<file path="config.mk">
export PLATFORM = sky130hd
export DESIGN_NAME = soc_bus_node
export DESIGN_NICKNAME = d
export VERILOG_FILES = /design/src/rtl/soc_bus_node_pkg.sv /design/src/rtl/soc_bus_node_rr_arbiter.sv /design/src/rtl/soc_bus_node.sv
export SDC_FILE = /design/constraint.sdc
export NUM_CORES = 1
export LEC_CHECK = 0
export ABC_AREA = 1
export ABC_CLOCK_PERIOD_IN_PS = 5600
export BUFFER_PORTS_ARGS = -buffer_cell sky130_fd_sc_hd__buf_4
export CAP_MARGIN = 20
export CORE_AREA = 2 2 323 325
export CTS_BUF_LIST = sky130_fd_sc_hd__clkbuf_4 sky130_fd_sc_hd__clkbuf_8
export CTS_CLUSTER_DIAMETER = 40
export DETAILED_ROUTE_END_ITERATION = 7
export DIE_AREA = 0 0 325 327
export GPL_ROUTABILITY_DRIVEN = 0
export PLACE_DENSITY = 0.52
export SLEW_MARGIN = 15
export SYNTH_ARGS = -nofsm -noshare
export SYNTH_HDL_FRONTEND = slang
export SYNTH_SLANG_ARGS = --single-unit
</file>
<file path="constraint.sdc">
create_clock -name clk -period 5.6 [get_ports clk]
set_input_delay 1.12 -clock clk [delete_from_list [all_inputs] [get_ports clk]]
set_output_delay 1.12 -clock clk [all_outputs]
set_load 0.005 [all_outputs]
</file>
<file path="src/rtl/soc_bus_node_pkg.sv">
// soc_bus_node_pkg
// Shared definitions for the soc_bus_node request/grant interconnect:
//   MAX_PORTS      upper bound on initiator and target counts
//   DEF_*_WIDTH    default bus widths used by the node's parameters
//   slvState_e     per-target transaction state
//   req_t          request record {addr, wdata, be, we} at the default bus widths
//   idxWidth()     index width for an N-entry vector (clog2, minimum 1)
package soc_bus_node_pkg;

  localparam int MAX_PORTS      = 8;
  localparam int DEF_ADDR_WIDTH = 32;
  localparam int DEF_DATA_WIDTH = 32;

  typedef enum logic {
    IDLE      = 1'b0,
    WAIT_RESP = 1'b1
  } slvState_e;

  typedef struct packed {
    logic [DEF_ADDR_WIDTH-1:0]   addr;
    logic [DEF_DATA_WIDTH-1:0]   wdata;
    logic [DEF_DATA_WIDTH/8-1:0] be;
    logic                        we;
  } req_t;

  // A single-entry vector still needs one index bit to be declarable.
  function automatic int idxWidth(input int n);
    return (n <= 2) ? 1 : $clog2(n);
  endfunction

endpackage

</file>
<file path="src/rtl/soc_bus_node_rr_arbiter.sv">
// rr_arbiter
// Round-robin arbiter with a registered priority pointer.
// Ports:
//   clk, rst_n   clock, asynchronous active-low reset
//   req_i        request vector
//   accept_i     the current selection was taken; pointer moves past it
//   gnt_o        one-hot selection
//   idx_o        index of the selection
//   valid_o      some request is selected
// The selection is purely combinational from req_i and the pointer, so a
// selection that is not accepted is simply recomputed on the next cycle.
module rr_arbiter
  import soc_bus_node_pkg::*;
#(
  parameter int N = 3
) (
  input  logic                   clk,
  input  logic                   rst_n,
  input  logic [N-1:0]           req_i,
  input  logic                   accept_i,
  output logic [N-1:0]           gnt_o,
  output logic [idxWidth(N)-1:0] idx_o,
  output logic                   valid_o
);

  localparam int IW = idxWidth(N);

  logic [IW-1:0] ptr_q, ptr_d;

  // Two priority passes: first the requests at or above the pointer, then
  // wrap around to the lowest index.
  always_comb begin
    gnt_o   = '0;
    idx_o   = '0;
    valid_o = 1'b0;
    for (int c = 0; c < N; c++) begin
      if (!valid_o && req_i[c] && (c >= int'(ptr_q))) begin
        gnt_o[c] = 1'b1;
        idx_o    = IW'(c);
        valid_o  = 1'b1;
      end
    end
    for (int c = 0; c < N; c++) begin
      if (!valid_o && req_i[c]) begin
        gnt_o[c] = 1'b1;
        idx_o    = IW'(c);
        valid_o  = 1'b1;
      end
    end
  end

  always_comb begin
    ptr_d = ptr_q;
    if (valid_o && accept_i) begin
      ptr_d = (idx_o == IW'(N - 1)) ? '0 : idx_o + IW'(1);
    end
  end

  always_ff @(posedge clk or negedge rst_n) begin
    if (!rst_n) begin
      ptr_q <= '0;
    end else begin
      ptr_q <= ptr_d;
    end
  end

endmodule

</file>
<file path="src/rtl/soc_bus_node.sv">
// soc_bus_node
// Request/grant bus node connecting NB_MASTER initiators to NB_SLAVE targets.
// Each address is decoded against runtime inclusive [start, end] ranges (the
// lowest matching target wins), each target is arbitrated round-robin, and
// in-order responses are steered back to the master that was granted.
// Ports:
//   clk, rst_n                          clock, asynchronous active-low reset
//   m_req_i / m_gnt_o                   per-master request / same-cycle grant
//   m_addr_i, m_wdata_i, m_be_i, m_we_i per-master transaction fields
//   m_rvalid_o, m_rdata_o, m_err_o      per-master response
//   s_req_o, s_addr_o, s_wdata_o,
//   s_be_o, s_we_o                      per-target forwarded request
//   s_gnt_i, s_rvalid_i, s_rdata_i      per-target handshake and response
//   start_addr_i, end_addr_i            per-target address range (quasi-static)
// Build option SOC_BUS_NODE_DECERR_EN: when defined, unmapped requests are
// granted by an internal error responder that answers one cycle later with
// m_err_o=1 and zero data; when undefined they are routed to target 0 and
// m_err_o is tied low.
module soc_bus_node
  import soc_bus_node_pkg::*;
#(
  parameter int NB_MASTER  = 3,
  parameter int NB_SLAVE   = 3,
  parameter int ADDR_WIDTH = DEF_ADDR_WIDTH,
  parameter int DATA_WIDTH = DEF_DATA_WIDTH
) (
  input  logic                                    clk,
  input  logic                                    rst_n,
  input  logic [NB_MASTER-1:0]                    m_req_i,
  output logic [NB_MASTER-1:0]                    m_gnt_o,
  input  logic [NB_MASTER-1:0][ADDR_WIDTH-1:0]    m_addr_i,
  input  logic [NB_MASTER-1:0][DATA_WIDTH-1:0]    m_wdata_i,
  input  logic [NB_MASTER-1:0][DATA_WIDTH/8-1:0]  m_be_i,
  input  logic [NB_MASTER-1:0]                    m_we_i,
  output logic [NB_MASTER-1:0]                    m_rvalid_o,
  output logic [NB_MASTER-1:0][DATA_WIDTH-1:0]    m_rdata_o,
  output logic [NB_MASTER-1:0]                    m_err_o,
  output logic [NB_SLAVE-1:0]                     s_req_o,
  output logic [NB_SLAVE-1:0][ADDR_WIDTH-1:0]     s_addr_o,
  output logic [NB_SLAVE-1:0][DATA_WIDTH-1:0]     s_wdata_o,
  output logic [NB_SLAVE-1:0][DATA_WIDTH/8-1:0]   s_be_o,
  output logic [NB_SLAVE-1:0]                     s_we_o,
  input  logic [NB_SLAVE-1:0]                     s_gnt_i,
  input  logic [NB_SLAVE-1:0]                     s_rvalid_i,
  input  logic [NB_SLAVE-1:0][DATA_WIDTH-1:0]     s_rdata_i,
  input  logic [NB_SLAVE-1:0][ADDR_WIDTH-1:0]     start_addr_i,
  input  logic [NB_SLAVE-1:0][ADDR_WIDTH-1:0]     end_addr_i
);

  localparam int MIW = idxWidth(NB_MASTER);
  localparam int SIW = idxWidth(NB_SLAVE);
  localparam int BEW = DATA_WIDTH / 8;

  if (NB_MASTER < 1 || NB_MASTER > MAX_PORTS) begin : g_badMasterCount
    $error("soc_bus_node: NB_MASTER out of range");
  end
  if (NB_SLAVE < 1 || NB_SLAVE > MAX_PORTS) begin : g_badSlaveCount
    $error("soc_bus_node: NB_SLAVE out of range");
  end

  logic [NB_MASTER-1:0]               outstanding_q, outstanding_d;
  logic [NB_MASTER-1:0]               eligible;
  logic [NB_MASTER-1:0]               mapped;
  logic [NB_MASTER-1:0][SIW-1:0]      tgtIdx;
  logic [NB_SLAVE-1:0][NB_MASTER-1:0] slvReq;
  logic [NB_SLAVE-1:0][NB_MASTER-1:0] slvGnt;
  logic [NB_SLAVE-1:0]                respValid;
  logic [NB_SLAVE-1:0][MIW-1:0]       respIdx;

  // A master with a transaction in flight may only issue again in the cycle
  // its response is returned.
  assign eligible = ~outstanding_q | m_rvalid_o;

  // Scan targets from highest to lowest so the lowest matching index wins.
  always_comb begin
    tgtIdx = '0;
    mapped = '0;
    for (int m = 0; m < NB_MASTER; m++) begin
      for (int s = NB_SLAVE - 1; s >= 0; s--) begin
        if ((m_addr_i[m] >= start_addr_i[s]) && (m_addr_i[m] <= end_addr_i[s])) begin
          mapped[m] = 1'b1;
          tgtIdx[m] = SIW'(s);
        end
      end
    end
  end

  always_comb begin
    slvReq = '0;
    for (int m = 0; m < NB_MASTER; m++) begin
      for (int s = 0; s < NB_SLAVE; s++) begin
        if (m_req_i[m] && eligible[m]) begin
`ifdef SOC_BUS_NODE_DECERR_EN
          if (mapped[m] && (tgtIdx[m] == SIW'(s))) begin
            slvReq[s][m] = 1'b1;
          end
`else
          if ((mapped[m] && (tgtIdx[m] == SIW'(s))) || (!mapped[m] && (s == 0))) begin
            slvReq[s][m] = 1'b1;
          end
`endif
        end
      end
    end
  end

  for (genvar s = 0; s < NB_SLAVE; s++) begin : g_slave
    slvState_e              state_q, state_d;
    logic [MIW-1:0]         gidx_q, gidx_d;
    logic                   canIssue;
    logic                   arbValid;
    logic                   accept;
    logic [NB_MASTER-1:0]   arbGnt;
    logic [MIW-1:0]         arbIdx;
    logic [ADDR_WIDTH-1:0]  selAddr;
    logic [DATA_WIDTH-1:0]  selWdata;
    logic [BEW-1:0]         selBe;
    logic                   selWe;

    // The response cycle doubles as an idle cycle, allowing back-to-back
    // transactions on a target that answers one cycle after grant.
    assign canIssue = (state_q == IDLE) || s_rvalid_i[s];
    assign accept   = arbValid && s_gnt_i[s];

    rr_arbiter #(
      .N(NB_MASTER)
    ) u_arb (
      .clk      (clk),
      .rst_n    (rst_n),
      .req_i    (slvReq[s] & {NB_MASTER{canIssue}}),
      .accept_i (s_gnt_i[s]),
      .gnt_o    (arbGnt),
      .idx_o    (arbIdx),
      .valid_o  (arbValid)
    );

    // One-hot OR-mux keeps the forwarded fields at zero when nothing is
    // selected.
    always_comb begin
      selAddr  = '0;
      selWdata = '0;
      selBe    = '0;
      selWe    = 1'b0;
      for (int m = 0; m < NB_MASTER; m++) begin
        if (arbGnt[m]) begin
          selAddr  = selAddr  | m_addr_i[m];
          selWdata = selWdata | m_wdata_i[m];
          selBe    = selBe    | m_be_i[m];
          selWe    = selWe    | m_we_i[m];
        end
      end
    end

    assign s_req_o[s]   = arbValid;
    assign s_addr_o[s]  = selAddr;
    assign s_wdata_o[s] = selWdata;
    assign s_be_o[s]    = selBe;
    assign s_we_o[s]    = selWe;

    assign slvGnt[s]    = arbGnt & {NB_MASTER{s_gnt_i[s]}};
    assign respValid[s] = (state_q == WAIT_RESP) && s_rvalid_i[s];
    assign respIdx[s]   = gidx_q;

    always_comb begin
      state_d = state_q;
      gidx_d  = gidx_q;
      unique case (state_q)
        IDLE: begin
          if (accept) begin
            state_d = WAIT_RESP;
            gidx_d  = arbIdx;
          end
        end
        WAIT_RESP: begin
          if (s_rvalid_i[s]) begin
            if (accept) begin
              gidx_d = arbIdx;
            end else begin
              state_d = IDLE;
            end
          end
        end
        default: state_d = IDLE;
      endcase
    end

    always_ff @(posedge clk or negedge rst_n) begin
      if (!rst_n) begin
        state_q <= IDLE;
        gidx_q  <= '0;
      end else begin
        state_q <= state_d;
        gidx_q  <= gidx_d;
      end
    end
  end

`ifdef SOC_BUS_NODE_DECERR_EN
  logic [NB_MASTER-1:0] errGnt;
  logic                 errPend_q, errPend_d;
  logic [MIW-1:0]       errIdx_q, errIdx_d;

  // Internal error responder: accepts at most one unmapped request per
  // cycle, lowest master first, and answers on the following cycle.
  always_comb begin
    errGnt    = '0;
    errPend_d = 1'b0;
    errIdx_d  = errIdx_q;
    for (int m = 0; m < NB_MASTER; m++) begin
      if (!errPend_d && m_req_i[m] && eligible[m] && !mapped[m]) begin
        errGnt[m] = 1'b1;
        errPend_d = 1'b1;
        errIdx_d  = MIW'(m);
      end
    end
  end

  always_ff @(posedge clk or negedge rst_n) begin
    if (!rst_n) begin
      errPend_q <= 1'b0;
      errIdx_q  <= '0;
    end else begin
      errPend_q <= errPend_d;
      errIdx_q  <= errIdx_d;
    end
  end
`endif

  always_comb begin
    m_gnt_o = '0;
    for (int s = 0; s < NB_SLAVE; s++) begin
      m_gnt_o = m_gnt_o | slvGnt[s];
    end
`ifdef SOC_BUS_NODE_DECERR_EN
    m_gnt_o = m_gnt_o | errGnt;
`endif
  end

  // Only one transaction per master can be in flight, so at most one source
  // ever targets a given master in a cycle.
  always_comb begin
    m_rvalid_o = '0;
    m_rdata_o  = '0;
    m_err_o    = '0;
    for (int s = 0; s < NB_SLAVE; s++) begin
      for (int m = 0; m < NB_MASTER; m++) begin
        if (respValid[s] && (respIdx[s] == MIW'(m))) begin
          m_rvalid_o[m] = 1'b1;
          m_rdata_o[m]  = s_rdata_i[s];
        end
      end
    end
`ifdef SOC_BUS_NODE_DECERR_EN
    for (int m = 0; m < NB_MASTER; m++) begin
      if (errPend_q && (errIdx_q == MIW'(m))) begin
        m_rvalid_o[m] = 1'b1;
        m_err_o[m]    = 1'b1;
      end
    end
`endif
  end

  // A grant in the response cycle wins over the clear.
  assign outstanding_d = m_gnt_o | (outstanding_q & ~m_rvalid_o);

  always_ff @(posedge clk or negedge rst_n) begin
    if (!rst_n) begin
      outstanding_q <= '0;
    end else begin
      outstanding_q <= outstanding_d;
    end
  end

endmodule
</file>
==> flow_metrics.py, run 1 <==
metrics = {
    "run_status": {
        "status": "completed",
    },
    "clock_network": {
        "ctsRootBufferMaster": "clkbuf_8",
        "clkTransAtPathRegs_ns": 0.07,
        "insertion_delay_ns": 0.26,
        "postCtsHoldBufs": 0,
        "cts_tree": "yes",
        "numCtsBuffers": 3,
        "cts_num_sinks": 18,
        "clock_path_buffers": 2,
        "cts_max_level": 1,
    },
    "setup_path": {
        "path_buf_inv": 6,
        "cp-end-kind": "primary output",
        "cp_cell_sequence": "buf_4 -> buf_4 -> ha_1 -> a21oi_1 -> o21ai_0 -> nand2_1 -> nand2_1 -> a21oi_1 -> nand3_1 -> nand2_1 -> nand2_1 -> nand2_1 -> clkinv_2 -> nand2_4 -> nand4_1 -> nand2_4 -> buf_12 -> clkbuf_16 -> nand3_1 -> nand3_1 -> buf_4",
        "slowest_delay_ns": 0.35,
        "cp.arrival_ns": 4.33,
        "slowest_stage": "a21oi_1",
        "start_kind": "primary input",
        "worstSetupPathType": "primary input to primary output",
        "cpMostUsedCell": "nand2_1",
        "critPathTopFamily": "simple AND/OR/NAND/NOR gates",
        "worstPathMaxFanout": 19,
        "required_ns": 4.48,
    },
    "layout": {
        "final_cells": 5845,
        "final_common_cell": "nand2_1",
        "layout_common_cells": "nand2_1 (983), buf_4 (945), ha_1 (576)",
        "drive_above_1_share_pct": 23.5,
        "area_growth_pct": 42.4,
        "finalNetCount": 5544,
        "final_util_pct": 29.7,
        "fill_cells": 11405,
    },
    "power": {
        "seqPwrFrac_pct": 4.2,
        "powerDensity_nw_per_um2": 184,
        "swShare_pct": 56.3,
        "leakage_nw": 16.8,
        "peakVddDrop_mv": 0.158,
        "pwr-share-comb_pct": 93.9,
        "p_clk_share_pct": 1.9,
        "p_int_mw": 2.46,
        "switchingPower_mw": 3.17,
    },
    "grt": {
        "grt_pass1_wl_um": 196000,
        "grt_pass1_vias": 27614,
        "grt_max_degree": 73,
        "grt.overflow.total": 0,
        "antenna_found_initial": 16,
        "track_usage_pct": 25.0,
    },
    "floorplan": {
        "fp.dieArea_um2": 106000,
        "start_util_pct": 20.9,
        "die_w_um": 325,
        "pin_count": 821,
        "row_count": 118,
        "core_um2": 103000,
        "fp.dieH_um": 327,
    },
    "synthesis": {
        "yosysWarningCount": 0,
        "netlist-cell-type-count": 40,
        "syn_area_um2": 21500,
        "synth_top_family_by_area": "simple AND/OR/NAND/NOR gates",
        "syn_inst": 3618,
        "synth_xor_area_share_pct": 0,
        "synth_compound_gate_area_share_pct": 18.2,
        "synth_simple_gate_area_share_pct": 35.3,
        "syn_area_per_cell_um2": 5.94,
        "synth-main-ff-cell": "dfrtp_1",
        "synth-seq-area-share_pct": 2.10,
        "yosys-mux-area-fraction_pct": 0,
        "synth-seq-cells": 18,
        "synthAdderAreaFrac_pct": 33.5,
        "async_reset_ff_share_pct": 100,
        "synth_edf_count": 0,
    },
    "placement": {
        "dp.cells": 5832,
        "hpwl_um": 115000,
        "io_buffers": 817,
        "pre_cts_ws_ns": -0.104,
    },
    "sta": {
        "setup_ws_ns": 0.153,
        "finalMaxSlewViolations": 0,
        "fin_crit_ns": 5.45,
        "worst_pin_slew_ns": 0.720,
        "max_clock_freq_mhz": 184,
        "setup_violations": 0,
        "relSlewSlack_pct": 52.0,
        "finalSetupTns_ns": 0,
        "hold_viol": 0,
        "timing.hold.ws_ns": 0.530,
        "min_period_over_period_pct": 97.3,
        "worst_clock_skew_ns": 0.00264,
    },
    "drt": {
        "dr_total_vias": 29288,
        "routed_wirelength_um": 140000,
        "firstDrtPassIters": 6,
        "ant_nets": 0,
        "routed_via_density": 5.01,
        "drt-met1-wl_um": 60300,
        "drcViolationCount": 0,
        "wl_per_cell_um": 24.0,
        "drt_iter0_markers": 2706,
        "dr_wl_met3_um": 10300,
        "routed.top_layer": "met5",
        "wl_met2_um": 64300,
    },
    "hold_path": {
        "hp-class": "flip-flop to flip-flop",
    },
    "run": {
        "max-cap-violations": 0,
    },
}
[flip-flops by register name, summed over array words and instances, names as in the netlist]
register,cells
g_slave.gidx_q,6
g_slave.state_q,3
g_slave.u_arb.ptr_q,6
outstanding_q,3
[cell families (layout without fill, tap and decap cells)]
logic type               count (synthesis)  in the layout
AND/OR/NAND/NOR                       1770           1770
AO/OA/AOI/OAI                          699            699
adder cells (fa/ha/maj)                576            576
buffers and inverters                  554           1395
flip-flops                              18             18
other                                    1              7
[metal layers]
layer,track usage [%],up-vias
met5,0,-
met4,8.19,14
met3,3.75,165
met2,41.7,1367
met1,32.8,13683
li1,-,14059
[power by group through the flow]
| stage | Clock, mW | Sequential (mW) | Combinational [mW] |
|---|---|---|---|
| floorplan | 0 | 0.214 | 2.21 |
| global placement | 0 | 0.237 | 5.16 |
| detailed placement | 0 | 0.238 | 5.18 |
| CTS | 0.111 | 0.236 | 5.21 |
| global route | 0.118 | 0.245 | 5.71 |
| finish | 0.108 | 0.237 | 5.29 |
[repair_timing]
action | in CTS | in global routing
setup endpoints to repair | 44 | 66
setup buffers | 0 | 4
pin swaps | 0 | 5
resized for setup | 4 | 14
cloned | 0 | 1
[area by class of cell]
type | count | area [um2] | area share (%)
diodes | 4 | 10.0 | 0.0327
flip-flops and latches | 18 | 450 | 1.47
multi-input cells | 3048 | 18900 | 61.7
repair buffers | 988 | 7970 | 26.0
inverters | 403 | 1520 | 4.96
well taps | 1380 | 1730 | 5.65
clock buffers | 4 | 55.1 | 0.180
[metrics by stage]
| step | area [um2] | total power, mW |
|---|---|---|
| floorplan | 21500 | 2.43 |
| global placement | 30400 | 5.39 |
| detailed placement | 30400 | 5.42 |
| CTS | 30400 | 5.55 |
| global route | 30600 | 6.07 |
| finish | 30600 | 5.63 |
[path summary, 6_finish.rpt]
kind,from,end,slack (ns),depth (start not counted)
max,m_addr_i[83],s_addr_o[16],0.15,21
min,g_slave[2].gidx_q[1],g_slave[2].gidx_q[1],0.53,2
max reg2reg,g_slave[1].gidx_q[0],g_slave[1].u_arb.ptr_q[1],2.97,14
min reg2reg,g_slave[2].gidx_q[1],g_slave[2].gidx_q[1],0.53,2
max in group asynchronous,rst_n,g_slave[2].u_arb.ptr_q[0],4.67,1
min in group asynchronous,rst_n,g_slave[2].gidx_q[1],0.73,1
[Yosys cell counts (2+ instances only)]
master    instances  area, um2
a21boi_1          2       15.0
a21o_1           11       82.6
a21oi_1         269       1350
and2_1            4       25.0
and3_1            5       31.3
buf_1            12       45.0
buf_2            51        255
buf_4            15        113
buf_6            17        191
clkbuf_1         56        210
dfrtp_1          18        450
ha_1            576       7210
inv_1           400       1500
inv_2             3       11.3
nand2_1         988       3710
nand2_2           9       56.3
nand3_1         508       2540
nand3_2           5       50.1
nand3b_1          3       22.5
nand4_1          44        275
nor2_1          175        657
nor2_2            4       25.0
nor3_1           13       65.1
nor3_2            3       30.0
nor4_2            3       37.5
o211ai_1        105        788
o21a_1           37        278
o21ai_0         261       1310
o21ai_1           5       25.0
o21ai_2           2       17.5
o21bai_1          4       30.0
or2_2             2       12.5
[worst reg2reg max path: stages (launching register included)]
cell,delay [ns]
dfrtp_1,0.38
inv_1,0.07
nor3_1,0.23
inv_2,0.07
nand4_1,0.18
nand2_1,0.15
nor2_1,0.12
nand3_1,0.16
buf_4,0.19
a31oi_4,0.20
buf_4,0.18
buf_4,0.25
nand3_1,0.14
buf_4,0.16
o21ai_0,0.07
(Power assumes the default switching activity.)
==> inputs of run 2 (changes only) <==
--- a/config.mk
+++ b/config.mk
@@ -5,17 +5,17 @@
 export SDC_FILE = /design/constraint.sdc
 export NUM_CORES = 1
 export LEC_CHECK = 0
-export ABC_AREA = 1
 export ABC_CLOCK_PERIOD_IN_PS = 5600
 export BUFFER_PORTS_ARGS = -buffer_cell sky130_fd_sc_hd__buf_4
 export CAP_MARGIN = 20
-export CORE_AREA = 2 2 323 325
+export CORE_AREA = 2 2 320 322
 export CTS_BUF_LIST = sky130_fd_sc_hd__clkbuf_4 sky130_fd_sc_hd__clkbuf_8
 export CTS_CLUSTER_DIAMETER = 40
 export DETAILED_ROUTE_END_ITERATION = 7
-export DIE_AREA = 0 0 325 327
+export DIE_AREA = 0 0 322 324
 export GPL_ROUTABILITY_DRIVEN = 0
-export PLACE_DENSITY = 0.52
+export PLACE_DENSITY = 0.51
+export SKIP_LAST_GASP = 1
 export SLEW_MARGIN = 15
 export SYNTH_ARGS = -nofsm -noshare
 export SYNTH_HDL_FRONTEND = slang
==> run 2 against run 1 <==
Effect of this change:
- the flow now finishes with violations (negative setup slack)
- wire length is 3.9% lower
- clock power hardly changed
- combinational power is 9.6% lower
- clock skew hardly changed
- power is 8.8% lower
- critical path depth is 5 lower
- sequential power is 7% higher
- register-to-register slack worse by 0.71 ns
- maximum frequency is 11% lower
- worst setup slack worse by 0.69 ns
- via count is 3.1% lower
- largest cell class unchanged
- largest power group unchanged
==> flow_metrics.py, run 2 <==
metrics = {
    "run_status": {
        "status": "finished, violations left",
        "violations": "negative setup slack",
    },
    "clock_network": {
        "postCtsHoldBufs": 0,
        "cts_tree": "yes",
        "cts_num_sinks": 18,
        "clock_path_buffers": 2,
        "cts_max_level": 1,
        "ctsRootBufferMaster": "clkbuf_8",
        "numCtsBuffers": 3,
        "insertion_delay_ns": 0.25,
        "clkTransAtPathRegs_ns": 0.07,
    },
    "drt": {
        "firstDrtPassIters": 7,
        "routed_via_density": 5.18,
        "drt_iter0_markers": 2319,
        "drcViolationCount": 0,
        "routed_wirelength_um": 135000,
        "wl_per_cell_um": 24.6,
        "ant_nets": 0,
        "dr_total_vias": 28392,
    },
    "sta": {
        "worst_pin_slew_ns": 0.725,
        "min_period_over_period_pct": 110,
        "relSlewSlack_pct": 51.6,
        "worst_clock_skew_ns": 0.00245,
        "setup_ws_ns": -0.537,
        "max_clock_freq_mhz": 163,
        "hold_viol": 0,
        "timing.hold.ws_ns": 0.542,
        "finalMaxSlewViolations": 0,
        "setup_violations": 210,
        "fin_crit_ns": 6.14,
        "rsz0062_at_grt": "true",
        "finalSetupTns_ns": -83.28,
    },
    "layout": {
        "drive_above_1_share_pct": 41.0,
        "top_regs": "g_slave.gidx_q (6), g_slave.u_arb.ptr_q (6)",
        "area_growth_pct": 73.1,
        "fill_cells": 10715,
        "layout_common_cells": "buf_4 (1,432), ha_1 (552), inv_1 (339)",
        "finalNetCount": 5249,
        "final_common_cell": "buf_4",
    },
    "floorplan": {
        "row_count": 117,
        "core_um2": 101000,
        "fp.dieH_um": 324,
        "pin_count": 821,
        "start_util_pct": 19.7,
        "fp.dieArea_um2": 104000,
        "die_w_um": 322,
    },
    "synthesis": {
        "synth-seq-cells": 18,
        "synth-seq-area-share_pct": 2.26,
        "syn_area_um2": 19900,
        "synth_edf_count": 0,
        "yosysWarningCount": 0,
        "synth_common_cells": "ha_1 (576), inv_1 (352), a21oi_1 (256)",
        "yosysTopAreaCell": "ha_1",
        "netlist-cell-type-count": 70,
        "synth_top_area_share_pct": 36.2,
        "yosysMostFrequentCell": "ha_1",
        "synth-main-ff-cell": "dfrtp_1",
        "syn_inst": 2761,
        "syn_area_per_cell_um2": 7.22,
        "synthTopCellsByArea": "ha_1 (36%), inv_1 (6.6%), a21oi_1 (6.4%)",
        "async_reset_ff_share_pct": 100,
    },
    "power": {
        "p_total_mw": 5.14,
        "peakVddDrop_mv": 0.106,
        "leakage_nw": 18.3,
        "powerDensity_nw_per_um2": 149,
    },
    "setup_path": {
        "cp.arrival_ns": 5.02,
        "r2r_slack_ns": 2.26,
        "start_kind": "primary input",
        "worstSetupPathType": "primary input to primary output",
        "required_ns": 4.48,
        "cp-end-kind": "primary output",
        "worstPathMaxFanout": 7,
    },
    "grt": {
        "grt_max_degree": 66,
        "grt_pass1_vias": 26789,
        "antenna_found_initial": 17,
        "track_usage_pct": 23.7,
        "grt.overflow.total": 0,
        "grt_pass1_wl_um": 184000,
    },
    "placement": {
        "io_buffers": 817,
        "hpwl_um": 113000,
    },
    "hold_path": {
        "hp-class": "flip-flop to flip-flop",
    },
    "run": {
        "max-cap-violations": 0,
    },
}
-- run 2: kinds of logic (layout without fill, tap and decap cells) --
logic type,after synthesis,in the layout,share of synthesized area [%]
AOI/OAI and AO/OA,1045,1046,35.5
and+or+nand+nor,644,644,16.1
adders and majority gates,576,576,36.2
buffers and inverters,476,1878,9.89
DFF,18,18,2.26
other,1,7,0.0188
xor gates and xnor gates,1,1,0.0440
-- run 2: power breakdown --
| group | leakage (nW) | switching [mW] | internal, mW |
|---|---|---|---|
| clock | 0.0288 | 0.0438 | 0.0624 |
| sequential | 0.228 | 0.0670 | 0.186 |
| combinational | 18.1 | 2.46 | 2.32 |
| total | 18.3 | 2.57 | 2.57 |
-- run 2: worst paths after layout --
check	from	endpoint	cells after the start
worst max-delay path	m_addr_i[1]	s_addr_o[72]	16
worst min-delay path	g_slave[1].u_arb.ptr_q[0]	g_slave[1].u_arb.ptr_q[0]	1
worst max register to register	g_slave[0].state_q	outstanding_q[2]	13
worst min register to register	g_slave[1].u_arb.ptr_q[0]	g_slave[1].u_arb.ptr_q[0]	1
max in group asynchronous	rst_n	g_slave[2].u_arb.ptr_q[0]	1
min in group asynchronous	rst_n	g_slave[2].gidx_q[1]	1
-- run 2: layer usage --
| metal | part of all wire [%] | global-route usage [%] | vias to the layer above | wire [um] |
|---|---|---|---|---|
| met4 | 2.5 | 4.30 | 20 | 3320 |
| met3 | 7.3 | 4.01 | 186 | 9850 |
| met5 | 0.10 | 0 | - | 135 |
| met2 | 46 | 39.1 | 1306 | 61400 |
| met1 | 45 | 32.4 | 13491 | 60000 |
| li1 | - | - | 13389 | - |
-- run 2: timing repair --
| action | CTS | global route |
|---|---|---|
| setup buffers | 10 | 28 |
| pin swaps | 30 | 60 |
| resized for setup | 78 | 159 |
| gates cloned | 2 | 9 |
| endpoints found under the setup margin | 213 | 210 |
-- run 2: worst max-delay path, cell delays in order --
cell and delay, ns:
buf_4 0.14, buf_4 0.16, ha_1 0.27, o21ai_0 0.07, o2bb2ai_1 0.18, buf_4 0.19
o31ai_1 0.51, a211oi_2 0.22, or4_4 0.58, or3_4 0.42, o2111a_4 0.41, buf_12 0.19
buf_8 0.14, a22oi_2 0.15, o21ai_1 0.10, buf_4 0.14
-- run 2: through the flow --
step,cell area [um2],utilization [%],worst slack (ns),instances
finish,34500,34.2,-0.537,5479
global route,34500,34.1,-0.612,5478
CTS,33200,32.8,-0.522,5440
detailed placement,32600,32.3,-1.48,5424
global placement,32600,32.3,-1.42,5424
floorplan,19900,-,0.0532,2763
-- run 2: area by class of cell --
type	instances	area (um2)	area share, %
tap	1309	1640	4.75
sequential	18	450	1.31
timing repair buffer	1522	12400	35.8
inverter	352	1330	3.86
multi-input combinational	2270	18700	54.1
clock buffer	4	55.1	0.160
antenna	4	10.0	0.0290
==> inputs of run 3 (changes only) <==
--- a/config.mk
+++ b/config.mk
@@ -8,13 +8,13 @@
 export ABC_CLOCK_PERIOD_IN_PS = 5600
 export BUFFER_PORTS_ARGS = -buffer_cell sky130_fd_sc_hd__buf_4
 export CAP_MARGIN = 20
-export CORE_AREA = 2 2 320 322
+export CORE_AREA = 2 2 315 317
 export CTS_BUF_LIST = sky130_fd_sc_hd__clkbuf_4 sky130_fd_sc_hd__clkbuf_8
 export CTS_CLUSTER_DIAMETER = 40
 export DETAILED_ROUTE_END_ITERATION = 7
-export DIE_AREA = 0 0 322 324
+export DIE_AREA = 0 0 317 319
 export GPL_ROUTABILITY_DRIVEN = 0
-export PLACE_DENSITY = 0.51
+export PLACE_DENSITY = 0.52
 export SKIP_LAST_GASP = 1
 export SLEW_MARGIN = 15
 export SYNTH_ARGS = -nofsm -noshare
==> run 3 against run 2 <==
Effect of this change:
- the run still ends with negative setup slack left
- worst setup slack worse by 0.034 ns
- non-clock buffer count rose by 11
- clock skew shrank 0.0014 ns
- flip-flop and latch count is the same
- final cell count decreased by 0.16%
- power increased by 16%
- count of clock-buffer cells in the layout unchanged
- wire length is 4.2% higher
- maximum frequency shrank 0.55%
- worst hold slack lost 0.012 ns
- register-to-register slack worse by 0.03 ns
- critical path depth grew 1
- largest power group unchanged
==> flow_metrics.py, run 3 (synthesis results as in run 2) <==
metrics = {
    "run_status": {
        "status": "finished, violations left",
        "violations": "negative setup slack",
    },
    "clock_network": {
        "clkTransAtPathRegs_ns": 0.07,
        "cts_tree": "yes",
        "numCtsBuffers": 3,
        "insertion_delay_ns": 0.25,
        "cts_num_sinks": 18,
        "cts_max_level": 1,
        "postCtsHoldBufs": 0,
        "ctsRootBufferMaster": "clkbuf_8",
        "clock_path_buffers": 2,
    },
    "drt": {
        "drt_iter0_markers": 2376,
        "wl_per_cell_um": 25.7,
        "ant_nets": 0,
        "drcViolationCount": 0,
        "routed_wirelength_um": 140000,
        "dr_total_vias": 28951,
        "firstDrtPassIters": 5,
        "routed_via_density": 5.29,
    },
    "sta": {
        "setup_violations": 210,
        "worst_pin_slew_ns": 0.748,
        "fin_crit_ns": 6.17,
        "rsz0062_at_grt": "true",
        "hold_viol": 0,
        "finalMaxSlewViolations": 0,
        "setup_ws_ns": -0.571,
        "min_period_over_period_pct": 110,
        "worst_clock_skew_ns": 0.00110,
        "max_clock_freq_mhz": 162,
        "relSlewSlack_pct": 50.1,
        "timing.hold.ws_ns": 0.530,
    },
    "setup_path": {
        "required_ns": 4.48,
        "cp-end-kind": "primary output",
        "start_kind": "primary input",
        "rr_worst_depth": 16,
        "cp.arrival_ns": 5.05,
        "r2r-start": "g_slave[0].state_q",
        "r2r_slack_ns": 2.23,
        "r2r_end": "g_slave[1].u_arb.ptr_q[1]",
        "worstPathMaxFanout": 6,
        "worstSetupPathType": "primary input to primary output",
    },
    "layout": {
        "finalNetCount": 5261,
        "drive_above_1_share_pct": 44.2,
        "finalInstanceArea_um2": 36500,
        "top_regs": "g_slave.gidx_q (6), g_slave.u_arb.ptr_q (6)",
        "area_growth_pct": 83.3,
        "final_common_cell": "buf_4",
        "layout_common_cells": "buf_4 (1,331), ha_1 (555), inv_1 (341)",
        "final_cells": 5470,
        "final_util_pct": 37.4,
    },
    "hold_path": {
        "min-delay-start": "g_slave[0].gidx_q[0]",
        "hp-class": "flip-flop to flip-flop",
        "min_path_cells": 1,
        "holdPathEnd": "g_slave[0].gidx_q[0]",
    },
    "grt": {
        "grt_max_degree": 66,
        "grt.overflow.total": 0,
        "antenna_found_initial": 10,
        "track_usage_pct": 25.9,
        "grt_pass1_wl_um": 194000,
        "grt_pass1_vias": 28210,
    },
    "power": {
        "switchingPower_mw": 2.92,
        "p_int_mw": 3.04,
        "p_clk_share_pct": 1.8,
        "seqPwrFrac_pct": 4.3,
        "peakVddDrop_mv": 0.110,
        "swShare_pct": 49.0,
        "pwr-share-comb_pct": 94.0,
        "leakage_nw": 19.0,
        "powerDensity_nw_per_um2": 163,
    },
    "floorplan": {
        "die_w_um": 317,
        "start_util_pct": 20.4,
        "pin_count": 821,
        "core_um2": 97700,
        "fp.dieH_um": 319,
        "fp.dieArea_um2": 101000,
        "row_count": 115,
    },
    "placement": {
        "dpl_cell_area_um2": 32300,
        "hpwl_um": 112000,
        "pre_cts_ws_ns": -1.33,
        "io_buffers": 817,
        "dp.cells": 5370,
    },
    "run": {
        "max-cap-violations": 0,
    },
}
run 3: stage by stage:
stage                     TNS [ns]  total power [mW]
after floorplan                  0              1.94
after global placement     -235.93              4.56
after detailed placement   -246.11              4.59
after CTS                   -85.10              5.73
after global routing       -103.18              6.30
final                       -88.20              5.96
run 3: cell type report:
class,instances,area [um2]
fill,10180,61200
multi-input combinational,2271,19800
timing repair buffer,1533,13300
tap,1287,1610
inverter,352,1330
sequential,18,450
clock buffer,4,55.1
antenna,5,12.5
run 3: layer usage:
metal / vias to the layer above / GRT usage (%) / wire length (um) / part of all wire [%]
li1: 13433 / - / - / -
met1: 13851 / 34.1 / 59700 / 43
met2: 1402 / 43.0 / 64600 / 46
met3: 251 / 4.42 / 11100 / 7.9
met4: 14 / 7.49 / 4930 / 3.5
met5: - / 0 / 99 / 0.071
run 3: what timing repair did:
action | 4_1_cts | 5_1_grt
endpoints found under the setup margin | 213 | 213
gates cloned | 25 | 7
pin swaps | 128 | 117
setup buffers | 49 | 23
resized for setup | 370 | 172
run 3: power groups by stage:
| stage | registers [mW] | logic [mW] | clock network [mW] |
|---|---|---|---|
| 2_1_floorplan | 0.225 | 1.72 | 0 |
| 3_3_place_gp | 0.249 | 4.31 | 0 |
| 3_5_place_dp | 0.250 | 4.33 | 0 |
| 4_1_cts | 0.252 | 5.37 | 0.108 |
| 5_1_grt | 0.264 | 5.92 | 0.114 |
| 6_report | 0.254 | 5.60 | 0.106 |
run 3: how the worst max path moves through the flow:
stage                              start  slack [ns]            end  cells after the start
final                     end_addr_i[63]       -0.57  s_wdata_o[91]                     17
after global routing        m_addr_i[30]       -0.63  s_wdata_o[64]                     16
after CTS                    m_addr_i[0]       -0.54  s_wdata_o[85]                     16
after detailed placement  end_addr_i[47]       -1.33  s_wdata_o[13]                     17
after global placement    end_addr_i[47]       -1.25  s_wdata_o[91]                     16
after floorplan              m_addr_i[0]        0.05      s_we_o[2]                     15
run 3: worst max-delay path, cell delays in order:
cell,delay [ns]
buf_6,0.07
clkinvlp_4,0.11
buf_6,0.14
ha_4,0.25
nand4_1,0.25
nor4bb_4,0.41
buf_6,0.17
buf_4,0.11
o311ai_4,0.11
o211a_1,0.17
or4_4,0.49
or4b_4,0.58
o2111a_4,0.32
clkbuf_16,0.22
a22oi_1,0.21
o21ai_2,0.13
buf_4,0.16
